==> src/rtl/mem_ctrl.sv <==
// mem_ctrl: serialises LS-queue and instruction-fetch requests onto a byte-wide RAM with 1-cycle read latency.
// Optional feature MEM_CTRL_IO_STALL_EN: stores into the I/O region wait in IDLE while in_io_full_i is high.
module mem_ctrl #(
    parameter int                    ADDR_WIDTH = 32,
    parameter logic [ADDR_WIDTH-1:0] IO_BASE    = ADDR_WIDTH'(32'h30000)
) (
    input  logic                  clk_i,
    input  logic                  rst_i,
    input  logic                  ena_i,
    input  logic                  in_rollback_i,
    input  logic                  in_data_ena_i,
    input  logic                  in_data_iswrite_i,
    input  logic [2:0]            in_data_size_i,
    input  logic [ADDR_WIDTH-1:0] in_data_addr_i,
    input  logic [31:0]           in_data_write_data_i,
    output logic                  out_data_ready_o,
    output logic [31:0]           out_data_read_data_o,
    input  logic                  in_fetch_ena_i,
    input  logic [ADDR_WIDTH-1:0] in_fetch_addr_i,
    output logic                  out_fetch_ready_o,
    output logic [31:0]           out_fetch_inst_o,
    input  logic [7:0]            in_ram_data_i,
    output logic [ADDR_WIDTH-1:0] out_ram_addr_o,
    output logic [7:0]            out_ram_data_o,
    output logic                  out_ram_wr_o,
    input  logic                  in_io_full_i,
    output logic [1:0]            dbg_state_o
);

    localparam logic [1:0] S_IDLE  = 2'd0;
    localparam logic [1:0] S_READ  = 2'd1;
    localparam logic [1:0] S_WRITE = 2'd2;
    localparam logic [1:0] S_DONE  = 2'd3;

    function automatic logic [2:0] size_to_n(input logic [2:0] size);
        case (size)
            3'd1:    size_to_n = 3'd1;
            3'd2:    size_to_n = 3'd2;
            default: size_to_n = 3'd4;
        endcase
    endfunction

    logic [1:0]            state_q, state_d;
    logic [2:0]            cnt_q, cnt_d;
    logic                  cur_fetch_q, cur_fetch_d;
    logic [2:0]            cur_n_q, cur_n_d;
    logic [31:0]           cur_wdata_q, cur_wdata_d;
    logic [31:0]           buf_q, buf_d;
    logic                  dpend_q, dpend_d;
    logic                  dwr_q, dwr_d;
    logic [2:0]            dn_q, dn_d;
    logic [ADDR_WIDTH-1:0] daddr_q, daddr_d;
    logic [31:0]           dwdata_q, dwdata_d;
    logic                  fpend_q, fpend_d;
    logic [ADDR_WIDTH-1:0] faddr_q, faddr_d;
    logic [ADDR_WIDTH-1:0] ram_addr_q, ram_addr_d;
    logic [7:0]            ram_data_q, ram_data_d;
    logic                  ram_wr_q, ram_wr_d;
    logic                  dready_q, dready_d;
    logic                  fready_q, fready_d;
    logic [31:0]           rdata_q, rdata_d;
    logic [31:0]           finst_q, finst_d;

    logic                  d_valid, d_wr, d_stall, f_valid;
    logic [2:0]            d_n;
    logic [ADDR_WIDTH-1:0] d_addr, f_addr;
    logic [31:0]           d_wdata;
    logic [2:0]            cnt_m1, cnt_p1;
    logic [4:0]            rd_sel, wr_sel;

    // A pulse in this cycle takes precedence over the latch so it can start immediately.
    always_comb begin
        d_wr    = in_data_ena_i ? in_data_iswrite_i : dwr_q;
        d_n     = in_data_ena_i ? size_to_n(in_data_size_i) : dn_q;
        d_addr  = in_data_ena_i ? in_data_addr_i : daddr_q;
        d_wdata = in_data_ena_i ? in_data_write_data_i : dwdata_q;
        d_valid = in_data_ena_i ? (in_data_iswrite_i || !in_rollback_i)
                                : (dpend_q && (dwr_q || !in_rollback_i));
        f_valid = (in_fetch_ena_i || fpend_q) && !in_rollback_i;
        f_addr  = in_fetch_ena_i ? in_fetch_addr_i : faddr_q;
    end

`ifdef MEM_CTRL_IO_STALL_EN
    assign d_stall = d_wr && (d_addr >= IO_BASE) && in_io_full_i;
`else
    logic unused_io;
    assign unused_io = ^{in_io_full_i, IO_BASE};
    assign d_stall   = 1'b0;
`endif

    always_comb begin
        dpend_d  = dpend_q;
        dwr_d    = dwr_q;
        dn_d     = dn_q;
        daddr_d  = daddr_q;
        dwdata_d = dwdata_q;
        fpend_d  = fpend_q;
        faddr_d  = faddr_q;
        if (state_q == S_DONE) begin
            if (cur_fetch_q) fpend_d = 1'b0;
            else             dpend_d = 1'b0;
        end
        // Stores are already committed, so rollback only discards loads and fetches.
        if (in_rollback_i) begin
            fpend_d = 1'b0;
            if (!dwr_q) dpend_d = 1'b0;
        end
        if (in_data_ena_i && (in_data_iswrite_i || !in_rollback_i)) begin
            dpend_d  = 1'b1;
            dwr_d    = in_data_iswrite_i;
            dn_d     = size_to_n(in_data_size_i);
            daddr_d  = in_data_addr_i;
            dwdata_d = in_data_write_data_i;
        end
        if (in_fetch_ena_i && !in_rollback_i) begin
            fpend_d = 1'b1;
            faddr_d = in_fetch_addr_i;
        end
    end

    assign cnt_m1 = cnt_q - 3'd1;
    assign cnt_p1 = cnt_q + 3'd1;
    assign rd_sel = {cnt_m1[1:0], 3'b000};
    assign wr_sel = {cnt_p1[1:0], 3'b000};

    always_comb begin
        state_d     = state_q;
        cnt_d       = cnt_q;
        cur_fetch_d = cur_fetch_q;
        cur_n_d     = cur_n_q;
        cur_wdata_d = cur_wdata_q;
        buf_d       = buf_q;
        ram_addr_d  = ram_addr_q;
        ram_data_d  = ram_data_q;
        ram_wr_d    = 1'b0;
        dready_d    = 1'b0;
        fready_d    = 1'b0;
        rdata_d     = rdata_q;
        finst_d     = finst_q;
        case (state_q)
            S_IDLE: begin
                if (d_valid && !d_stall) begin
                    cur_fetch_d = 1'b0;
                    cur_n_d     = d_n;
                    cur_wdata_d = d_wdata;
                    buf_d       = 32'd0;
                    cnt_d       = 3'd0;
                    ram_addr_d  = d_addr;
                    if (d_wr) begin
                        state_d    = S_WRITE;
                        ram_wr_d   = 1'b1;
                        ram_data_d = d_wdata[7:0];
                    end else begin
                        state_d = S_READ;
                    end
                end else if (f_valid) begin
                    cur_fetch_d = 1'b1;
                    cur_n_d     = 3'd4;
                    buf_d       = 32'd0;
                    cnt_d       = 3'd0;
                    ram_addr_d  = f_addr;
                    state_d     = S_READ;
                end
            end
            // cnt_q is the byte whose address is on the bus; the previous byte arrives now.
            S_READ: begin
                if (in_rollback_i) begin
                    state_d = S_IDLE;
                end else begin
                    if (cnt_q != 3'd0) buf_d[rd_sel +: 8] = in_ram_data_i;
                    cnt_d = cnt_p1;
                    if (cnt_p1 < cur_n_q) ram_addr_d = ram_addr_q + 1'b1;
                    if (cnt_q == cur_n_q) begin
                        state_d = S_DONE;
                        if (cur_fetch_q) begin
                            fready_d = 1'b1;
                            finst_d  = buf_d;
                        end else begin
                            dready_d = 1'b1;
                            rdata_d  = buf_d;
                        end
                    end
                end
            end
            S_WRITE: begin
                if (cnt_q == cur_n_q - 3'd1) begin
                    state_d  = S_DONE;
                    dready_d = 1'b1;
                    rdata_d  = 32'd0;
                end else begin
                    cnt_d      = cnt_p1;
                    ram_addr_d = ram_addr_q + 1'b1;
                    ram_wr_d   = 1'b1;
                    ram_data_d = cur_wdata_q[wr_sel +: 8];
                end
            end
            default: state_d = S_IDLE;
        endcase
    end

    always_ff @(posedge clk_i) begin
        if (rst_i) begin
            state_q     <= S_IDLE;
            cnt_q       <= 3'd0;
            cur_fetch_q <= 1'b0;
            cur_n_q     <= 3'd0;
            cur_wdata_q <= 32'd0;
            buf_q       <= 32'd0;
            dpend_q     <= 1'b0;
            dwr_q       <= 1'b0;
            dn_q        <= 3'd0;
            daddr_q     <= '0;
            dwdata_q    <= 32'd0;
            fpend_q     <= 1'b0;
            faddr_q     <= '0;
            ram_addr_q  <= '0;
            ram_data_q  <= 8'd0;
            ram_wr_q    <= 1'b0;
            dready_q    <= 1'b0;
            fready_q    <= 1'b0;
            rdata_q     <= 32'd0;
            finst_q     <= 32'd0;
        end else if (ena_i) begin
            state_q     <= state_d;
            cnt_q       <= cnt_d;
            cur_fetch_q <= cur_fetch_d;
            cur_n_q     <= cur_n_d;
            cur_wdata_q <= cur_wdata_d;
            buf_q       <= buf_d;
            dpend_q     <= dpend_d;
            dwr_q       <= dwr_d;
            dn_q        <= dn_d;
            daddr_q     <= daddr_d;
            dwdata_q    <= dwdata_d;
            fpend_q     <= fpend_d;
            faddr_q     <= faddr_d;
            ram_addr_q  <= ram_addr_d;
            ram_data_q  <= ram_data_d;
            ram_wr_q    <= ram_wr_d;
            dready_q    <= dready_d;
            fready_q    <= fready_d;
            rdata_q     <= rdata_d;
            finst_q     <= finst_d;
        end
    end

    assign out_data_ready_o     = dready_q;
    assign out_data_read_data_o = rdata_q;
    assign out_fetch_ready_o    = fready_q;
    assign out_fetch_inst_o     = finst_q;
    assign out_ram_addr_o       = ram_addr_q;
    assign out_ram_data_o       = ram_data_q;
    assign out_ram_wr_o         = ram_wr_q && ena_i;
    assign dbg_state_o          = state_q;

endmodule

==> config.mk <==
export PLATFORM = sky130hd
export DESIGN_NAME = mem_ctrl
export DESIGN_NICKNAME = d
export VERILOG_FILES = /design/src/rtl/mem_ctrl.sv
export SDC_FILE = /design/constraint.sdc
export NUM_CORES = 1
export LEC_CHECK = 0
export CORE_AREA = 2 2 201 144
export DETAILED_ROUTE_END_ITERATION = 6
export DIE_AREA = 0 0 203 146
export PLACE_DENSITY_LB_ADDON = 0.15
export SKIP_CTS_REPAIR_TIMING = 1
export SLEW_MARGIN = 20
export SYNTH_ARGS = -nofsm -noshare
export SYNTH_HDL_FRONTEND = slang
export SYNTH_SLANG_ARGS = --single-unit
==> constraint.sdc <==
create_clock -name clk_i -period 8.65 [get_ports clk_i]
set_clock_uncertainty 0.2 [all_clocks]
set_input_delay 2.595 -clock clk_i [delete_from_list [all_inputs] [get_ports clk_i]]
set_output_delay 2.595 -clock clk_i [all_outputs]
set_load 0.05 [all_outputs]
# ---- Yosys cells after proc, flatten, opt, wreduce, memory -nomap -nowiden
# Cells that the tools add are included.
dict set report word_totals {
  regBits 282
  latch_bits 0
  ramBits 0
  mem_bits_ro 0
  input_bits 115
  word_cells 143
  mem_count 0
}
dict set report op_classes {
  n_addsub 5
  mul 0
  div_mod_pow 0
  order_cmp 1
  eq_ne 17
  n_shift 3
  muxes 66
  bitwise 1
  n_reduce_logical 30
}
# operator n
set ops {}
lappend ops {{32-bit two-way mux} 16}
lappend ops {{32-bit one-hot mux with 2 select lines} 2}
lappend ops {{32-bit one-hot mux with 3 select lines} 1}
lappend ops {{32-bit by 1-bit adder with 32-bit output (second input constant)} 1}
lappend ops {{32-bit bitwise mux} 1}
lappend ops {{8-bit by 7-bit variable shift with 32-bit output (first input constant)} 1}
lappend ops {{32-bit by 6-bit variable part select with 8-bit output} 1}
lappend ops {{8-bit by 7-bit variable part select with 32-bit output} 1}
lappend ops {{1-bit two-way mux} 24}
lappend ops {{8-bit two-way mux} 3}
lappend ops {{3-bit two-way mux} 7}
lappend ops {{2-bit inequality test (second input constant)} 8}
lappend ops {{8-bit one-hot mux with 2 select lines} 1}
lappend ops {{5-bit AND reduction} 3}
lappend ops {{2-bit two-way mux} 6}
lappend ops {{6-bit AND reduction} 2}
lappend ops {{3-bit nonzero test} 4}
lappend ops {{3-bit one-hot mux with 3 select lines} 1}
lappend ops {{3-bit AND reduction} 3}
lappend ops {{4-bit AND reduction} 2}
lappend ops {{2-bit nonzero test} 4}
lappend ops {{5-bit negation with 7-bit output} 1}
lappend ops {{3-bit == test} 2}
lappend ops {{3-bit inequality test (second input constant)} 2}
lappend ops {{other kinds (17)} 26}

# ---- Depth between registers and ports, before layout
# Gate-level depths: netlist of the first run.
dict set report depth {
  word_depth 9
  mapped_depth 11
}

# ---- Worst setup path before layout of the first run
# Ideal clock, no wire load.
dict set report synth_path {
  kind {input-to-output}
  startpoint {input port ena_i}
  endpoint {output port out_ram_wr_o}
  arrival_time_ns 3.531
  path_slack_ns 2.324
  stages 3
  path_buffers 2
  path_cell_list {buf_2 > buf_1 > and2_1}
}
dict set report synth_via {
  elab_chain_len 1
}
# item line
set synth_rtl {}
lappend synth_rtl {{start, declared} 9} ;# input logic ena_i,
lappend synth_rtl {{1-bit logical AND} 253} ;# assign out_ram_wr_o = ram_wr_q && ena_i;
lappend synth_rtl {{end, declared} 25} ;# output logic out_ram_wr_o,
# Every way passes these cells.

# ---- Worst setup path after layout of the first run
# Same ends and word-level chain as after synthesis.

==> impl_results.md, run 1 <==
- Status: finished clean
- Worst Max-Slew Pin Slew: 1.04 ns
- Clock buffer depth: 3
- Final Cell Area: 16800 um2
- Clock latency on the worst-skew pair: 0.56 ns
- EDFF count, synth: 0
- Initial antenna violation count: 5
- Fin crit period: 7.08 ns
- Most frequent cells in the layout: nand2_1 (284), dfxtp_1 (281), clkdlybuf4s50_1 (219)
- Initial DRC Count: 1131
- Primary FF master, synth: dfxtp_1
- CP max stage delay: 0.80 ns
- Post-synth cell types: 74
- Commonest non-fill, non-tap cell in the layout: nand2_1
- CP Cell Sequence: clkdlybuf4s50_1 -> buf_4 -> and2_1 -> clkdlybuf4s50_1
- Avg WL per Cell: 19.2 um
- F_max: 0.141 GHz
- Leak Pwr: 6.11 nW
- Vias per inst: 5.83
- Final net count: 1871
- Critical path's slowest cell: clkdlybuf4s50_1
- Final setup margin: 1.57 ns
- Pre-Repair DR Iteration Count: 5
- Cell Rows: 51
- CTS Sinks: 282
- FFs w/ async S/R, synth: 0%
- RSZ-0062 raised after global routing: false
- Max-cap violation count: 0
- Syn_nets: 1739
- Worst relative slew slack: 30.4%
- Placed cell area: 15900 um2
- Placer congestion estimate: 0.868
- Worst Setup End Kind: output port
- Clock root buffer: clkbuf_16
- CTS Buf Count: 29
- Buffers on Ports: 222
- Mapped Cells: 1609
- Power Total: 3.27 mW
- Setup-failing EPs final: 0
- Final setup TNS: 0 ns
- Pins Over Slew Limit: 0
- Crit Path Class: input pin to output port
- Storage element area: 5650 um2
- CTS tree: done
- Final hold violation count: 0
- Die height: 146 um
- Worst min path class: flip-flop to flip-flop
- DP Cell Count: 2081
- Sequential element share of the synthesized area: 41.4%
- CTS HTree Levels: 1
- CTS clk-pin slew, worst paths: 0.06 ns
- Ys Warns: 0
- Hpwl dp: 27.3 mm
- Area of the multi-input gates: 7350 um2
- Pin count of the biggest net entering global routing: 106
- Worst vdd ir: 0.000150 V
- # IOs: 224
- CP max FO: 21
- First-pass GRT wire length: 64.1 mm
- Fraction of layout cells with a size suffix above 1: 6.03%
- Synthesized flop and latch total: 282
- Starting Density: 49.6%
- Via count: 12400
- CP arrival: 4.29 ns
- Final Instance Count excl. Fillers: 2129
- Final core utilization: 61.2%
- WHS: 0.249 ns
- Core ar.: 27500 um2
- Pre-CTS WS: 1.58 ns
- Diode count: 0
- Synth Area per Inst: 8.47 um2
- Syn Std Cell Area: 13600 um2
- Synth-to-layout area growth: 23.5%
- CP most frequent cell: clkdlybuf4s50_1
- GRT Residual Overflow: 0
- Pwr/cell area: 194 nW/um2
- Number of fill cells: 2446
- Drt total wl: 40.9 mm
- Vias in the first global route: 11300
- Final Cycle Share: 81.9%
- Crit path launch type: input pin
- Post-DRT Antenna Nets: 0
- DRC viols: 0
- Tot GR Track Use: 26.8%
- Chip Width: 203 um
- Full die area: 29600 um2
- Worst endpoint required time: 5.86 ns
metal layers:
layer,routed length (um),track usage (%),up-vias
li1,-,-,6041
met1,19500,39.9,5897
met2,17000,38.5,419
met3,3640,7.81,50
met4,665,4.67,8
met5,46,0,-
sequential cells by signal (all words and copies together) (netlist names), 2 cells and up:
signal and cells:
cur_n_q 3, dbg_state_o 2, out_data_read_data_o 32, buf_q 32, dwdata_q 32, daddr_q 32
faddr_q 32, cur_wdata_q 32, dn_q 3, out_ram_addr_o 32, cnt_q 3, out_fetch_inst_o 32
out_ram_data_o 8
cell families (layout without fill, tap and decap cells):
family | count (synthesis) | count (layout) | synth area share [%]
flip-flops | 282 | 282 | 41.4
buffers and inverters | 159 | 308 | 4.98
AND/OR/NAND/NOR | 573 | 573 | 18.7
adder cells (fa/ha/maj) | 15 | 15 | 1.38
multiplexers | 153 | 153 | 12.2
XOR/XNOR | 6 | 6 | 0.487
AO/OA/AOI/OAI | 421 | 421 | 20.8
cell usage after synthesis, types with 7 or more instances:
cell | number | area share [%]
a211oi_1 | 81 | 4.5
nand4_1 | 19 | 0.87
o311ai_1 | 9 | 0.58
nor3_1 | 8 | 0.29
a32oi_1 | 7 | 0.45
nand3_1 | 22 | 0.81
buf_1 | 9 | 0.25
clkbuf_1 | 89 | 2.5
buf_4 | 7 | 0.39
and2_1 | 13 | 0.60
buf_2 | 33 | 1.2
or3_1 | 26 | 1.2
and3_1 | 7 | 0.32
dfxtp_1 | 282 | 41
o31ai_1 | 14 | 0.77
nor2_1 | 149 | 4.1
o32ai_1 | 8 | 0.51
nand2b_1 | 12 | 0.55
mux2i_1 | 133 | 9.8
a21oi_1 | 153 | 5.6
a2bb2oi_1 | 36 | 2.3
ha_1 | 15 | 1.4
mux2_2 | 11 | 0.91
a2111oi_0 | 7 | 0.45
o21ai_0 | 34 | 1.2
mux4_2 | 8 | 1.3
inv_1 | 19 | 0.52
a31oi_1 | 22 | 1.0
nand2_1 | 284 | 7.8
final timing paths:
path	from	end	slack, ns	depth (start not counted)
setup reg to reg	cnt_q[0]$_SDFFE_PP0P_	out_ram_addr_o[16]$_SDFFE_PP0P_	4.07	8
setup / recovery	ena_i	out_ram_wr_o	1.57	4
hold / removal	out_data_read_data_o[29]$_SDFFE_PP0P_	out_data_read_data_o[29]$_SDFFE_PP0P_	0.25	2
hold reg to reg	out_data_read_data_o[29]$_SDFFE_PP0P_	out_data_read_data_o[29]$_SDFFE_PP0P_	0.25	2
layout make-up:
class / instances / area share [%]
Tap cell: 371 / 2.76
Multi-Input combinational cell: 1168 / 43.7
Timing Repair Buffer: 241 / 14.0
Sequential cell: 282 / 33.5
Clock buffer: 40 / 4.85
Clock inverter: 8 / 0.721
Inverter: 19 / 0.424
worst max-delay path: cells and delay by family:
kind          cells  cell delay [ns]
buf+inv           3             1.52
simple gates      1             0.17
report_power, final:
group / total (mW) / switching [mW] / leakage, nW / internal (mW)
Sequential: 1.40 / 0.0503 / 2.29 / 1.35
Combinational: 0.604 / 0.386 / 3.36 / 0.218
Clock: 1.26 / 0.520 / 0.459 / 0.742
Note: power is estimated with default switching activity, not from simulation.
==> run 2, diff against run 1 <==
- CORE_AREA: 2 2 201 144 -> 2 2 203 145
- DIE_AREA: 0 0 203 146 -> 0 0 205 147
- clock period: 8.65 -> 6 ns (I/O delays scaled with it)
==> impl_results.md, run 2 (synthesized netlist as in run 1, its figures left out) <==
- Pin count of the biggest net entering global routing: 211 (was 106)
- Crit Path Class: input pin to output port (unchanged)
- Pwr/cell area: 280 nW/um2 (was 194 nW/um2)
- Clock buffer depth: 3 (unchanged)
- Origin of the critical flop-to-flop path: cnt_q[0]$_SDFFE_PP0P_ (unchanged)
- Final setup TNS: 0 ns (unchanged)
- Final setup margin: 1.11 ns (was 1.57 ns)
- CTS Sinks: 282 (unchanged)
- CP max FO: 21 (unchanged)
- Placer congestion estimate: 0.878 (was 0.868)
- # IOs: 224 (unchanged)
- Cell Rows: 52 (was 51)
- CP Cell Sequence: clkdlybuf4s50_1 -> buf_4 -> and2_1 -> buf_12 (was clkdlybuf4s50_1 -> buf_4 -> and2_1 -> clkdlybuf4s50_1)
- Fin crit period: 4.89 ns
- Max-cap violation count: 0 (unchanged)
- F_max: 0.205 GHz
- Pins Over Slew Limit: 0 (unchanged)
- Initial antenna violation count: 3 (was 5)
- Tot GR Track Use: 26.0% (was 26.8%)
- Worst Setup End Kind: output port (unchanged)
- Clock root buffer: clkbuf_16 (unchanged)
- Pre-CTS WS: 1.10 ns (was 1.58 ns)
- Final net count: 1872 (was 1871)
- Commonest non-fill, non-tap cell in the layout: nand2_1 (unchanged)
- DRC viols: 0 (unchanged)
- Worst relative slew slack: 14.0% (was 30.4%)
- CTS HTree Levels: 1 (unchanged)
- CP arrival: 2.89 ns (was 4.29 ns)
- Pre-Repair DR Iteration Count: 6 (was 5)
- Clock latency on the worst-skew pair: 0.56 ns (about the same)
- Avg WL per Cell: 19.0 um (was 19.2 um)
- CP max stage delay: 0.45 ns (was 0.80 ns)
- Worst endpoint required time: 4.00 ns (was 5.86 ns)
- Critical Path Source: ena_i (unchanged)
- Met3 Use GR: 5.99% (was 7.81%)
- Buffers on Ports: 222 (unchanged)
- Flop2flop setup slack: 1.22 ns (was 4.07 ns)
- Hpwl dp: 27.0 mm (was 27.3 mm)
- M2 GR Usage: 36.6% (was 38.5%)
- Vias per inst: 5.84 (was 5.83)
- Critical path's slowest cell: clkdlybuf4s50_1 (unchanged)
- Initial DRC Count: 1142 (was 1131)
- Status: finished clean (unchanged)
- Die height: 147 um (was 146 um)
- Worst vdd ir: 0.000207 V (was 0.000150 V)
- RSZ-0062 raised after global routing: false (unchanged)
- Vias in the first global route: 11100 (was 11300)
- Post-DRT Antenna Nets: 0 (unchanged)
- Reg2reg path depth: 8 (unchanged)
- CTS Buf Count: 28 (was 29)
- Fraction of layout cells with a size suffix above 1: 6.24% (was 6.03%)
- Via count: 12500 (was 12400)
- Final Cycle Share: 81.5%
- Synth-to-layout area growth: 24.1% (was 23.5%)
- Leak Pwr: 6.15 nW (was 6.11 nW)
- Starting Density: 48.0% (was 49.6%)
- Crit path to: out_ram_wr_o (unchanged)
- Setup-failing EPs final: 0 (unchanged)
- CTS tree: done (unchanged)
- Worst min path class: flip-flop to flip-flop (unchanged)
- CTS clk-pin slew, worst paths: 0.06 ns (about the same)
- Crit path launch type: input pin (unchanged)
- Number of fill cells: 2534 (was 2446)
- Final hold violation count: 0 (unchanged)
- Core ar.: 28400 um2 (was 27500 um2)
- GR peak layer: met1 (unchanged)
- Drt total wl: 40.7 mm (was 40.9 mm)
- R2R Path End: out_ram_addr_o[16]$_SDFFE_PP0P_ (unchanged)
- GRT Residual Overflow: 0 (unchanged)
- Power Total: 4.73 mW (was 3.27 mW)
- First-pass GRT wire length: 62.7 mm (was 64.1 mm)
- Chip Width: 205 um (was 203 um)
- Full die area: 30100 um2 (was 29600 um2)
- GR Util met1: 40.0% (was 39.9%)
- Most frequent cells in the layout: nand2_1 (284), dfxtp_1 (282), clkdlybuf4s50_1 (218) (was nand2_1 (284), dfxtp_1 (281), clkdlybuf4s50_1 (219))
- Worst Max-Slew Pin Slew: 1.29 ns (was 1.04 ns)
-- run 2: changes by cell type in the layout (fill, tap and decap cells not counted), sizes merged --
cell | previous run | this run
clkbuf | 41 | 42
clkdlybuf4s50 | 219 | 218
clkinvlp | 1 | 0
clkinv | 3 | 5
diode | 0 | 2
buf | 21 | 24
-- run 2: worst min path at each step --
| stage | from | to | slack (ns) | cells past startpoint |
|---|---|---|---|---|
| 2_1_floorplan | daddr_q[19]$_SDFFE_PP0P_ | daddr_q[19]$_SDFFE_PP0P_ | 0.23 | 2 |
| 3_3_place_gp | faddr_q[19]$_SDFFE_PP0P_ | faddr_q[19]$_SDFFE_PP0P_ | 0.24 | 2 |
| 3_5_place_dp | out_data_read_data_o[13]$_SDFFE_PP0P_ | out_data_read_data_o[13]$_SDFFE_PP0P_ | 0.24 | 2 |
| 4_1_cts | out_data_read_data_o[13]$_SDFFE_PP0P_ | out_data_read_data_o[13]$_SDFFE_PP0P_ | 0.25 | 2 |
| 5_1_grt | daddr_q[7]$_SDFFE_PP0P_ | daddr_q[7]$_SDFFE_PP0P_ | 0.27 | 2 |
| 6_report | daddr_q[19]$_SDFFE_PP0P_ | daddr_q[19]$_SDFFE_PP0P_ | 0.25 | 2 |
-- run 2: layout make-up --
class	count	area [um2]	share of cell area, %
antenna	2	5.00	0.0296
clock buffer	41	831	4.91
clock inverter	9	128	0.755
inverter	19	71.3	0.422
multi-input combinational	1168	7350	43.4
sequential	282	5650	33.4
tap	378	473	2.80
timing repair buffer	243	2410	14.3
-- run 2: layer usage --
layer	routed length [um]	part of all wire, %
met1	19800	49
met2	16700	41
met3	3340	8.2
met4	860	2.1
met5	0	0
-- run 2: stage by stage --
step	cell area, um2	hold slack [ns]	utilization [%]	instances
final	16900	0.248	59.6	2142
after floorplan	13600	0.232	-	1609
after global placement	15900	0.238	56.2	2090
after global routing	16900	0.266	59.6	2141
after CTS	16900	0.252	59.6	2140
after detailed placement	15900	0.244	56.2	2090
-- run 2: worst max-delay path: cells and delay by family --
| kind | cells | cell delay, ns |
|---|---|---|
| buffers and inverters | 3 | 0.86 |
| AND/OR/NAND/NOR | 1 | 0.22 |
-- run 2: where the power goes --
group | internal (mW) | switching [mW]
combinational | 0.319 | 0.554
clock | 1.09 | 0.750
sequential | 1.95 | 0.0716
